[src/rtl/uart_bus_master_pkg.sv]
// Shared constants, state encodings and helpers for the UART bus master.
// UART_BUS_MASTER_CHECKSUM_EN adds a trailing XOR byte to frames and responses.
package uart_bus_master_pkg;

  localparam logic [7:0] CMD_RD  = 8'h52;
  localparam logic [7:0] CMD_WR  = 8'h57;
  localparam logic [7:0] RSP_ACK = 8'h06;
  localparam logic [7:0] RSP_NAK = 8'h15;

`ifdef UART_BUS_MASTER_CHECKSUM_EN
  localparam bit CSUM_EN = 1'b1;
`else
  localparam bit CSUM_EN = 1'b0;
`endif

  typedef enum logic [2:0] {
    S_IDLE, S_ADDR, S_DATA, S_CHECK, S_BUS, S_RESP
  } state_t;

  typedef enum logic [1:0] {
    R_IDLE, R_SEND, R_GUARD
  } resp_state_t;

  // XOR of the first n bytes of a big-endian word.
  function automatic logic [7:0] xor_bytes(input logic [31:0] w, input logic [2:0] n);
    logic [7:0] x;
    x = 8'h00;
    for (int i = 0; i < 4; i++) begin
      if (3'(i) < n) x = x ^ w[31 - 8*i -: 8];
    end
    return x;
  endfunction

endpackage

[src/rtl/uart_bus_master_resp.sv]
// Response shifter: holds up to five bytes and paces them onto the UART sender.
// With UART_BUS_MASTER_CHECKSUM_EN an XOR byte follows loads that request it.
module uart_bus_master_resp
  import uart_bus_master_pkg::*;
(
  input  logic        sysclk,
  input  logic        reset,
  input  logic        load,
  input  logic [31:0] load_bytes,
  input  logic [2:0]  load_len,
  input  logic        load_csum,
  input  logic        tx_ready,
  output logic        tx_en,
  output logic [7:0]  tx_data,
  output logic        done
);

  resp_state_t rstate, rstate_nx;
  logic [39:0] sbuf, sbuf_ld;
  logic [2:0]  rem, rem_ld;
  logic [7:0]  csum_byte;

  assign csum_byte = xor_bytes(load_bytes, load_len);

  // Checksum byte lands directly behind the last payload byte.
  always_comb begin
    sbuf_ld = {load_bytes, 8'h00};
    rem_ld  = load_len;
    if (CSUM_EN && load_csum) begin
      rem_ld = load_len + 3'd1;
      case (load_len)
        3'd1:    sbuf_ld[31:24] = csum_byte;
        3'd2:    sbuf_ld[23:16] = csum_byte;
        3'd3:    sbuf_ld[15:8]  = csum_byte;
        default: sbuf_ld[7:0]   = csum_byte;
      endcase
    end
  end

  assign tx_en   = (rstate == R_SEND) && tx_ready;
  assign tx_data = tx_en ? sbuf[39:32] : 8'h00;
  assign done    = tx_en && (rem == 3'd1);

  always_comb begin
    rstate_nx = rstate;
    case (rstate)
      R_IDLE:  if (load) rstate_nx = R_SEND;
      R_SEND:  if (tx_ready) rstate_nx = (rem == 3'd1) ? R_IDLE : R_GUARD;
      R_GUARD: rstate_nx = R_SEND;
      default: rstate_nx = R_IDLE;
    endcase
  end

  always_ff @(posedge sysclk or posedge reset) begin
    if (reset) rstate <= R_IDLE;
    else       rstate <= rstate_nx;
  end

  always_ff @(posedge sysclk or posedge reset) begin
    if (reset) begin
      sbuf <= '0;
      rem  <= '0;
    end else if (load) begin
      sbuf <= sbuf_ld;
      rem  <= rem_ld;
    end else if (tx_en) begin
      sbuf <= {sbuf[31:0], 8'h00};
      rem  <= rem - 3'd1;
    end
  end

endmodule

[src/rtl/uart_bus_master.sv]
// UART-driven debug initiator: decodes read/write frames into single bus accesses.
// UART_BUS_MASTER_CHECKSUM_EN enables XOR-checked frames and responses.
module uart_bus_master
  import uart_bus_master_pkg::*;
#(
  parameter int TIMEOUT = 1000000
)(
  input  logic        sysclk,
  input  logic        reset,
  input  logic        rx_valid,
  input  logic [7:0]  rx_data,
  input  logic        tx_ready,
  output logic        tx_en,
  output logic [7:0]  tx_data,
  output logic        rd,
  output logic        wr,
  output logic [31:0] addr,
  output logic [31:0] wdata,
  input  logic [31:0] rdata,
  output logic        busy,
  output logic        rx_overrun
);

  localparam int TW = $clog2(TIMEOUT + 1);

  state_t          state, state_nx;
  logic            is_wr;
  logic [2:0]      cnt;
  logic [2:0]      data_last;
  logic [TW-1:0]   tmo_cnt;
  logic            tmo_hit;
  logic [7:0]      csum;
  logic [31:0]     addr_sr, wdata_sr;
  logic            resp_load, resp_csum, resp_done;
  logic [31:0]     resp_bytes;
  logic [2:0]      resp_len;

  // Reads only pass through DATA when a checksum byte trails the address.
  assign data_last = CSUM_EN ? (is_wr ? 3'd4 : 3'd0) : 3'd3;
  assign tmo_hit   = (tmo_cnt == TW'(TIMEOUT - 1));

  assign rd   = (state == S_BUS) && !is_wr;
  assign wr   = (state == S_BUS) && is_wr;
  assign busy = (state != S_IDLE);

  always_comb begin
    state_nx   = state;
    resp_load  = 1'b0;
    resp_bytes = {RSP_NAK, 24'h000000};
    resp_len   = 3'd1;
    resp_csum  = 1'b0;
    case (state)
      S_IDLE:
        if (rx_valid) begin
          if (rx_data == CMD_RD || rx_data == CMD_WR) begin
            state_nx = S_ADDR;
          end else begin
            state_nx  = S_RESP;
            resp_load = 1'b1;
          end
        end
      S_ADDR:
        if (rx_valid) begin
          if (cnt == 3'd3) state_nx = (is_wr || CSUM_EN) ? S_DATA : S_CHECK;
        end else if (tmo_hit) begin
          state_nx = S_IDLE;
        end
      S_DATA:
        if (rx_valid) begin
          if (cnt == data_last) state_nx = S_CHECK;
        end else if (tmo_hit) begin
          state_nx = S_IDLE;
        end
      S_CHECK:
        if (addr_sr[1:0] != 2'b00 || (CSUM_EN && csum != 8'h00)) begin
          state_nx  = S_RESP;
          resp_load = 1'b1;
        end else begin
          state_nx = S_BUS;
        end
      S_BUS: begin
        state_nx  = S_RESP;
        resp_load = 1'b1;
        resp_csum = 1'b1;
        if (is_wr) begin
          resp_bytes = {RSP_ACK, 24'h000000};
        end else begin
          resp_bytes = rdata;
          resp_len   = 3'd4;
        end
      end
      S_RESP:
        if (resp_done) state_nx = S_IDLE;
      default: state_nx = S_IDLE;
    endcase
  end

  always_ff @(posedge sysclk or posedge reset) begin
    if (reset) state <= S_IDLE;
    else       state <= state_nx;
  end

  always_ff @(posedge sysclk or posedge reset) begin
    if (reset) begin
      is_wr      <= 1'b0;
      cnt        <= '0;
      tmo_cnt    <= '0;
      csum       <= '0;
      addr_sr    <= '0;
      wdata_sr   <= '0;
      addr       <= '0;
      wdata      <= '0;
      rx_overrun <= 1'b0;
    end else begin
      if (rx_valid && (state == S_CHECK || state == S_BUS || state == S_RESP))
        rx_overrun <= 1'b1;
      case (state)
        S_IDLE:
          if (rx_valid) begin
            is_wr   <= (rx_data == CMD_WR);
            csum    <= rx_data;
            cnt     <= '0;
            tmo_cnt <= '0;
          end
        S_ADDR, S_DATA:
          if (rx_valid) begin
            csum    <= csum ^ rx_data;
            tmo_cnt <= '0;
            cnt     <= (state == S_ADDR && cnt == 3'd3) ? 3'd0 : cnt + 3'd1;
            if (state == S_ADDR)
              addr_sr <= {addr_sr[23:0], rx_data};
            else if (is_wr && cnt < 3'd4)
              wdata_sr <= {wdata_sr[23:0], rx_data};
          end else begin
            tmo_cnt <= tmo_cnt + TW'(1);
          end
        S_CHECK:
          if (state_nx == S_BUS) begin
            addr <= addr_sr;
            if (is_wr) wdata <= wdata_sr;
          end
        default: ;
      endcase
    end
  end

  uart_bus_master_resp u_resp (
    .sysclk     (sysclk),
    .reset      (reset),
    .load       (resp_load),
    .load_bytes (resp_bytes),
    .load_len   (resp_len),
    .load_csum  (resp_csum),
    .tx_ready   (tx_ready),
    .tx_en      (tx_en),
    .tx_data    (tx_data),
    .done       (resp_done)
  );

endmodule

[config.mk]
export PLATFORM = sky130hd
export DESIGN_NAME = uart_bus_master
export DESIGN_NICKNAME = d
export VERILOG_FILES = /design/src/rtl/uart_bus_master_pkg.sv /design/src/rtl/uart_bus_master_resp.sv /design/src/rtl/uart_bus_master.sv
export SDC_FILE = /design/constraint.sdc
export NUM_CORES = 1
export LEC_CHECK = 0
export ABC_AREA = 0
export CAP_MARGIN = 20
export CORE_MARGIN = 2
export CORE_UTILIZATION = 49
export CTS_CLUSTER_DIAMETER = 30
export DETAILED_ROUTE_END_ITERATION = 12
export HOLD_SLACK_MARGIN = 0.03
export PLACE_DENSITY = 0.83
export RECOVER_POWER = 25
export SYNTH_ARGS = -nofsm -noshare
export SYNTH_HDL_FRONTEND = slang
export SYNTH_SLANG_ARGS = --single-unit
[constraint.sdc]
create_clock -name sysclk -period 6.4 [get_ports sysclk]
set_input_delay 1.28 -clock sysclk [delete_from_list [all_inputs] [get_ports sysclk]]
set_output_delay 1.28 -clock sysclk [all_outputs]
set_load 0.02 [all_outputs]
# Word-level counts from Yosys, hierarchy flattened
# Cells that the tools add are included.
# totals
regBits	201
input_bits	44
output_inout_bits	77
wordCells	95
# op_classes
addsub	3
n_lt_le_gt_ge	1
eq_ne	17
n_mux	35
bitwise_logic	1
n_reduce_logical	26
# ops
op	n
$mux 40	2
$mux 32	2
$mux 3	15
$mux 20	2
$pmux 20 s2	1
$add 20x1->20 const B	1
$eq 20x20->1 const B	1
$pmux 3 s6	1
$eq 8x7->1 const B	2
$eq 3x2->1 const B	3
$eq 3x3->1 const B	3
$reduce_and 3->1	3
$mux 8	1
$ne 2x2->1 const B	4
$reduce_and 2->1	4
$logic_and 1x1->1	7
$eq 3x1->1 const B	2
$mux 2	3
$pmux 2 s3	1
$pmux 3 s2	1
$reduce_bool 2->1	3
$mux 1	5
$reduce_and 4->1	1
$add 3x1->3 const B	1
other kinds (12)	14

# Depth between registers and ports, before layout
# Gate-level depths: netlist (run 1).
# depth
word_depth	7
ltp_mapped	7
mapped_depth_nobuf	5

# Hierarchy
# A second synthesis (run 1) with hierarchy kept.
# unflattened
hier_cells	702
area_unflattened_um2	8593.2
# modules_own_cells
mod	n_inst	cells_per_inst	area_each_um2	seq_area_each_um2
uart_bus_master	1	501	6632.6	3903.7
uart_bus_master_resp	1	201	1960.6	925.9

# Worst setup path before layout (run 1)
# Ideal clock, no wire load.
# synth_path
path_type	input to output
from	input tx_ready
to	output tx_data[0]
arrival_time_ps	2470
required_time_ps	5120
slack_ps	2650
stages	5
path_buffers	2
path_cell_list	nand3b_1 inv_1 clkbuf_1 clkbuf_1 and2_1
# synth_via
elab_chain_cells	2
# synth_rtl
element	line_no	rtl
from (decl)	uart_bus_master.sv:12	input logic tx_ready,
$logic_and 1x1->1	uart_bus_master_resp.sv:40	assign tx_en = (rstate == R_SEND) && tx_ready;
via tx_en	uart_bus_master.sv:13	output logic tx_en,
$mux 8	uart_bus_master_resp.sv:41	assign tx_data = tx_en ? sbuf[39:32] : 8'h00;
to (decl)	uart_bus_master.sv:14	output logic [7:0] tx_data,
# The timed path passes the listed nets, and every way through them passes these cells.

# Final worst setup path (run 1)
# layout_path
from	input tx_ready
to	output tx_data[3]
# layout_via
elab_chain_cells	2
# layout_rtl
element	line_no
$logic_and 1x1->1	uart_bus_master_resp.sv:40
$mux 8	uart_bus_master_resp.sv:41
# Every way passes these cells.

==> results of run 1 <==
-- state kept, by name (all words and copies together), names as in the netlist --
register and count:
addr_sr 32, wdata 32, u_resp.rstate 2, tmo_cnt 20
addr 32, state 3, cnt 3, is_wr 1
u_resp.sbuf 32, rx_overrun 1, wdata_sr 32, u_resp.rem 3
-- through the flow --
stage                     std cells  instance area, sq um  power (mW)  hold WS (ns)  worst slack [ns]
final                           993                 10220       3.652        0.4801             1.058
after global routing            993                 10220       3.863        0.4908            0.8775
after CTS                       991                 10210       3.679        0.4727             1.843
after detailed placement        959                  9639       2.637        0.4579             1.848
after global placement          959                  9639       2.565        0.4423             1.923
after floorplan                 648                  8269       2.343        0.4481             2.630
-- cell usage in the layout (no fill, tap or decap), types with 3 or more instances in the layout --
master	netlist	final
a211oi_1	3	3
a21oi_1	14	14
a22o_1	9	9
a31oi_1	8	7
and2_1	15	14
and3_1	3	3
buf_4	3	5
clkbuf_1	11	3
clkbuf_16	0	17
clkdlybuf4s50_1	0	118
clkinv_4	0	3
dfrtp_1	193	193
ha_1	4	4
inv_1	9	8
inv_6	0	5
inv_8	0	3
mux2_2	127	126
nand2_1	42	42
nand3_1	11	10
nand4_1	8	8
nor2_1	36	36
nor2b_1	5	5
nor3_1	3	3
o21a_1	21	21
o21ai_0	10	10
o31ai_1	25	25
or3_1	6	6
or4_1	4	4
xor2_1	6	6
-- kinds of logic after synthesis --
logic type,count (synthesis)
flops,193
fa+ha+maj,4
mux,129
simple gates,159
compound gates,111
buf+inv,45
xor+xnor,7
-- path summary, 6_finish.rpt --
path | start | end | slack, ns | cells past startpoint
worst max-delay path | tx_ready | tx_data[3] | 1.06 | 6
worst min-delay path | rx_overrun | rx_overrun | 0.48 | 1
worst max register to register | u_resp.rstate[1] | u_resp.sbuf[37] | 3.28 | 5
worst min register to register | rx_overrun | rx_overrun | 0.48 | 1
max in group asynchronous | reset | wdata_sr[9] | 4.01 | 3
min in group asynchronous | reset | wdata[30] | 1.58 | 3
-- routing by layer --
layer	global-route usage, %	wire (um)	vias up	share of wire [%]
met5	0	0	-	0
met4	6.206	281	0	1.7
met3	5.253	883	26	5.2
met2	33.39	8621	138	51
met1	25.13	7148	2818	42
li1	-	-	2560	-
-- layout make-up --
| type | instances | area share, % |
|---|---|---|
| repair buffers | 129 | 12.53 |
| flip-flops and latches | 193 | 47.23 |
| inverters | 9 | 0.3426 |
| well taps | 220 | 2.692 |
| clock inverters | 14 | 1.407 |
| multi-input cells | 410 | 31.60 |
| clock buffers | 18 | 4.197 |
-- critical path, cell delays in order --
cell and delay (ns):
clkdlybuf4s50_1 0.41, nand3b_1 0.08, clkbuf_1 0.82, inv_1 0.59, and2_1 0.34, clkdlybuf4s50_1 0.53
-- power breakdown --
group / internal, mW / leakage, nW / switching, mW / total, mW
sequential: 1.49 / 2.55 / 0.200 / 1.69
combinational: 0.471 / 1.80 / 0.466 / 0.937
clock: 0.551 / 0.286 / 0.479 / 1.03
total: 2.51 / 4.64 / 1.14 / 3.65
==> results.md, run 1 <==
- Status: finished with violations
- Failing checks: capacitance limit, slew limit
- Die footprint: 0.01792 sq mm
- Starting DRT DRC Count: 370
- Max Cap Viol: 1
- Count of final setup violators: 0
- Seq cells post-synth: 193
- Top-count cell post-synth: dfrtp_1
- Multi-input gate area: 0.003231 sq mm
- CTS H-tree lvls: 4
- Std-Cell Rows: 47
- CP endpoint kind: output pin
- Dpl hpwl: 11.34 mm
- Starting Density: 50.02%
- Clock skew: 0.009824 ns
- Worst skew pair latency: 0.43 ns
- Fin crit share: 83.47%
- Core ar.: 0.01652 sq mm
- Seq/Total Area, Yosys: 58.43%
- Asr flop ratio synth: 100.0%
- Yosys top cell area share: 58.43%
- CP Launch Type: input port
- Post-synthesis adder-cell area fraction: 0.6055%
- Clk buf depth: 2
- Avg Inst Size Synth: 12.76 sq um
- Die Y: 133.9 um
- Layout cells sized above 1: 23.29%
- Root buf cell: clkbuf_16
- Drt pass-1 iters: 7
- Largest family of logic cells by synthesized area: multiplexers
- Wire length per cell: 17.05 um
- Mapped Area: 0.008265 sq mm
- Max_slew headroom: -18.17%
- FF+latch area: 0.004830 sq mm
- CP arrival: 4.06 ns
- TritonCTS clock tree: done
- Min-delay worst type: reg2reg
- Critical Path RT: 5.12 ns
- Die width: 133.9 um
- Vias in the first global route: 5750
- Synthesis-to-finish area growth: 23.71%
- Clock transition at path regs: 0.07 ns
- First-pass GRT wire length: 28.63 mm
- Final core utilization: 61.88%
- Synth area leader: dfrtp_1
- Buffers on Ports: 120
- Post-cts repair resize count: 0
- CTS Buf Count: 17
- Drt via density: 5.581
- Worst slew pin tran: 1.773 ns
- RSZ-0062 raised after global routing: false
- # nets final: 808
- Final setup TNS: 0 ns
- Fill cells: 1261
- Syn_nets: 696
- Static Leak: 4.637 nW
- Top post-synthesis cells by area: dfrtp_1 (58%), mux2_2 (17%), o31ai_1 (2.3%)
- Synth Area in Compound Gates: 9.643%
- Largest net degree at the start of global routing: 194
- Number of synthesized flops with an enable pin: 0
- Final hold vios: 0
- Post-CTS setup repair buffer count: 0
- Sink Count: 193
- Post-synthesis cell type count: 69
- DRC violations left: 0
- Slew Viols, Final: 33
- Post-Synth Simple-Gate Area: 10.31%
- Ant diodes: 0
- Ys Warns: 0
- Final Critical Period: 5.342 ns
- Max frequency: 187.2 MHz
- GRT Residual Overflow: 0
- Post-synth top flop: dfrtp_1
- Max FO, Critical Path: 25
- I/O Pins: 121
- Quantity of hold-fixing buffers added after cts: 0
- Post-synthesis mux area share: 17.54%
- Post-synth top cells: dfrtp_1 (193), mux2_2 (127), nand2_1 (42), nor2_1 (36), o31ai_1 (25)
- Initial antenna violation count: 0
- Routed via count: 5542
- Critical path type: in2out
- PD cells: 357.2 mW/mm^2
- Total wire length: 16.93 mm
- GR Util All Layers: 19.81%
- Worst vdd ir: 0.0002404 V
- Gpl congestion: 0.8355
- Synth Area in XOR/XNOR: 0.7417%
- Post-route ant nets: 0
- Post-Syn Instances: 648
Power figures use the tool's default switching activity.
==> run 2: changes to the inputs <==
Settings changed: CORE_UTILIZATION 49 to 54, PLACE_DENSITY 0.83 to 0.86.
Clock period 6.4 ns to 5.04 ns, I/O delays scaled along.
==> run 2 against run 1 <==
  * The flow now finishes without violations
  * First-iteration DRC count grew 0.81%
  * Power grew 29%
  * Largest power group unchanged
  * Critical path type unchanged
  * Via count grew 1.2%
  * Flip-flop and latch count is the same
  * Sequential share of layout area shrank 0.11 points
  * Cell count shrank 2.9%
  * Combinational power grew 28%
  * Die area shrank 9.0%
==> results.md, run 2 (synthesis gave the netlist of run 1 again) <==
- Slew Viols, Final: 0 (was 33)
- Total wire length: 17.33 mm (was 16.93 mm)
- Post-Layout Cell Count: 964 (was 993)
- Max Cap Viol: 0 (was 1)
- Final setup TNS: 0 ns (unchanged)
- I/O Pins: 121 (unchanged)
- Sequential power share: 45.5% (was 46.1%)
- Met3 wire len: 982 um (was 883 um)
- TritonCTS clock tree: done (unchanged)
- Gate power share: 25.5% (was 25.7%)
- Drt pass-1 iters: 5 (was 7)
- Status: complete, no violations (was finished with violations)
- Final hold vios: 0 (unchanged)
- Post-cts repair resize count: 0 (unchanged)
- Root buf cell: clkbuf_16 (unchanged)
- First-pass GRT wire length: 28.86 mm (was 28.63 mm)
- Count of final setup violators: 0 (unchanged)
- Commonest non-fill, non-tap cells in the layout: dfrtp_1 (193), mux2_2 (127), clkdlybuf4s50_1 (118) (was dfrtp_1 (193), mux2_2 (126), clkdlybuf4s50_1 (118))
- Quantity of hold-fixing buffers added after cts: 0 (unchanged)
- Internal power: 3.235 mW (was 2.508 mW)
- CTS Buf Count: 17 (unchanged)
- Clock transition at path regs: 0.07 ns (about the same)
- Met1 Wirelength: 7.363 mm (was 7.148 mm)
- Dpl cells: 931 (was 959)
- Gpl congestion: 0.8691 (was 0.8355)
- Worst vdd ir: 0.0003115 V (was 0.0002404 V)
- WL met2: 8.684 mm (was 8.621 mm)
- Clock skew: 0.008884 ns (was 0.009824 ns)
- Ant diodes: 0 (unchanged)
- Drt via density: 5.817 (was 5.581)
- Post-CTS setup repair buffer count: 0 (unchanged)
- Synthesis-to-finish area growth: 23.99% (was 23.71%)
- Min-delay worst type: reg2reg (unchanged)
- Die footprint: 0.01631 sq mm (was 0.01792 sq mm)
- Std-Cell Rows: 45 (was 47)
- Fin crit share: 79.93%
- Worst slew pin tran: 1.258 ns (was 1.773 ns)
- Largest net degree at the start of global routing: 57 (was 194)
- CTS H-tree lvls: 4 (unchanged)
- Sink Count: 193 (unchanged)
- PD cells: 458.9 mW/mm^2 (was 357.2 mW/mm^2)
- Clk pwr share: 29.0% (was 28.2%)
- Switching power of the nets: 1.468 mW (was 1.144 mW)
- CP Launch Type: input port (unchanged)
- Routed via count: 5608 (was 5542)
- Commonest non-fill, non-tap cell in the layout: dfrtp_1 (unchanged)
- Die width: 127.7 um (was 133.9 um)
- # nets final: 811 (was 808)
- Post-route ant nets: 0 (unchanged)
- Max FO, Critical Path: 25 (unchanged)
- Vias in the first global route: 5816 (was 5750)
- CP arrival: 3.02 ns (was 4.06 ns)
- Die Y: 127.7 um (was 133.9 um)
- Critical path type: in2out (unchanged)
- Setup ws final: 1.012 ns (was 1.058 ns)
- Starting DRT DRC Count: 373 (was 370)
- Core ar.: 0.01509 sq mm (was 0.01652 sq mm)
- Max frequency: 248.2 MHz
- Clk buf depth: 2 (unchanged)
- Switching Share: 31.22% (was 31.34%)
- Max_slew headroom: 15.64% (was -18.17%)
- Layout cells sized above 1: 23.97% (was 23.29%)
- Dpl hpwl: 11.60 mm (was 11.34 mm)
- Initial antenna violation count: 0 (unchanged)
- DRC violations left: 0 (unchanged)
- CP endpoint kind: output pin (unchanged)
- GRT Residual Overflow: 0 (unchanged)
- Critical Path RT: 4.03 ns (was 5.12 ns)
- Max Used Layer: met4 (unchanged)
- Wire length per cell: 17.98 um (was 17.05 um)
- RSZ-0062 raised after global routing: false (unchanged)
- Pre-CTS WS: 1.023 ns (was 1.848 ns)
- Buffers on Ports: 120 (unchanged)
- Final Critical Period: 4.028 ns
- Worst skew pair latency: 0.43 ns (about the same)
- GR Util All Layers: 22.34% (was 19.81%)
- Starting Density: 54.78% (was 50.02%)
- Static Leak: 4.676 nW (was 4.637 nW)
[run 2: cell types whose count changed in the layout (fill, tap and decap cells not counted), sizes merged]
| cell | change |
|---|---|
| clkbuf | -3 |
| clkinv | +1 |
| inv | -1 |
| buf | +5 |
| bufinv | +1 |
[run 2: worst paths after layout]
check	from	endpoint	slack, ns	depth (start not counted)
setup / recovery	tx_ready	tx_data[1]	1.01	6
hold / removal	rx_overrun	rx_overrun	0.48	1
setup reg to reg	state[0]	u_resp.rem[0]	2.37	4
hold reg to reg	rx_overrun	rx_overrun	0.48	1
max in group asynchronous	reset	wdata[23]	2.72	3
min in group asynchronous	reset	wdata[6]	1.30	2
[run 2: through the flow]
| stage | power [mW] | utilization [%] | hold slack, ns | instance area (sq um) |
|---|---|---|---|---|
| 6_report | 4.703 | 67.92 | 0.4767 | 10250 |
| 5_1_grt | 4.947 | 67.92 | 0.4915 | 10250 |
| 3_5_place_dp | 3.342 | 63.86 | 0.4664 | 9637 |
| 4_1_cts | 4.720 | 67.84 | 0.4799 | 10240 |
| 2_1_floorplan | 2.975 | - | 0.4481 | 8269 |
| 3_3_place_gp | 3.256 | 63.86 | 0.4470 | 9637 |
[run 2: power groups by stage]
stage	logic, mW	clock network (mW)	registers (mW)
2_1_floorplan	0.887	0	2.09
3_3_place_gp	1.11	0	2.14
3_5_place_dp	1.18	0	2.17
4_1_cts	1.19	1.39	2.14
5_1_grt	1.31	1.45	2.18
6_report	1.20	1.36	2.14
[run 2: metal layers]
| metal | vias to the layer above | track usage, % |
|---|---|---|
| met5 | - | 0 |
| met4 | 0 | 8.468 |
| met3 | 26 | 6.427 |
| met2 | 161 | 37.50 |
| met1 | 2829 | 27.64 |
| li1 | 2592 | - |
[run 2: layout make-up]
cell class                 count  area, sq um
fill                        1040         4841
sequential                   193         4830
multi-input combinational    410         3226
timing repair buffer         132         1324
clock buffer                  17        425.4
tap                          188        235.2
clock inverter                15        173.9
inverter                       9        35.03
[run 2: critical path, cell delays in order]
cell	delay (ns)
clkdlybuf4s50_1	0.48
nand3b_1	0.07
buf_4	0.22
inv_1	0.41
and2_1	0.20
clkdlybuf4s50_1	0.61
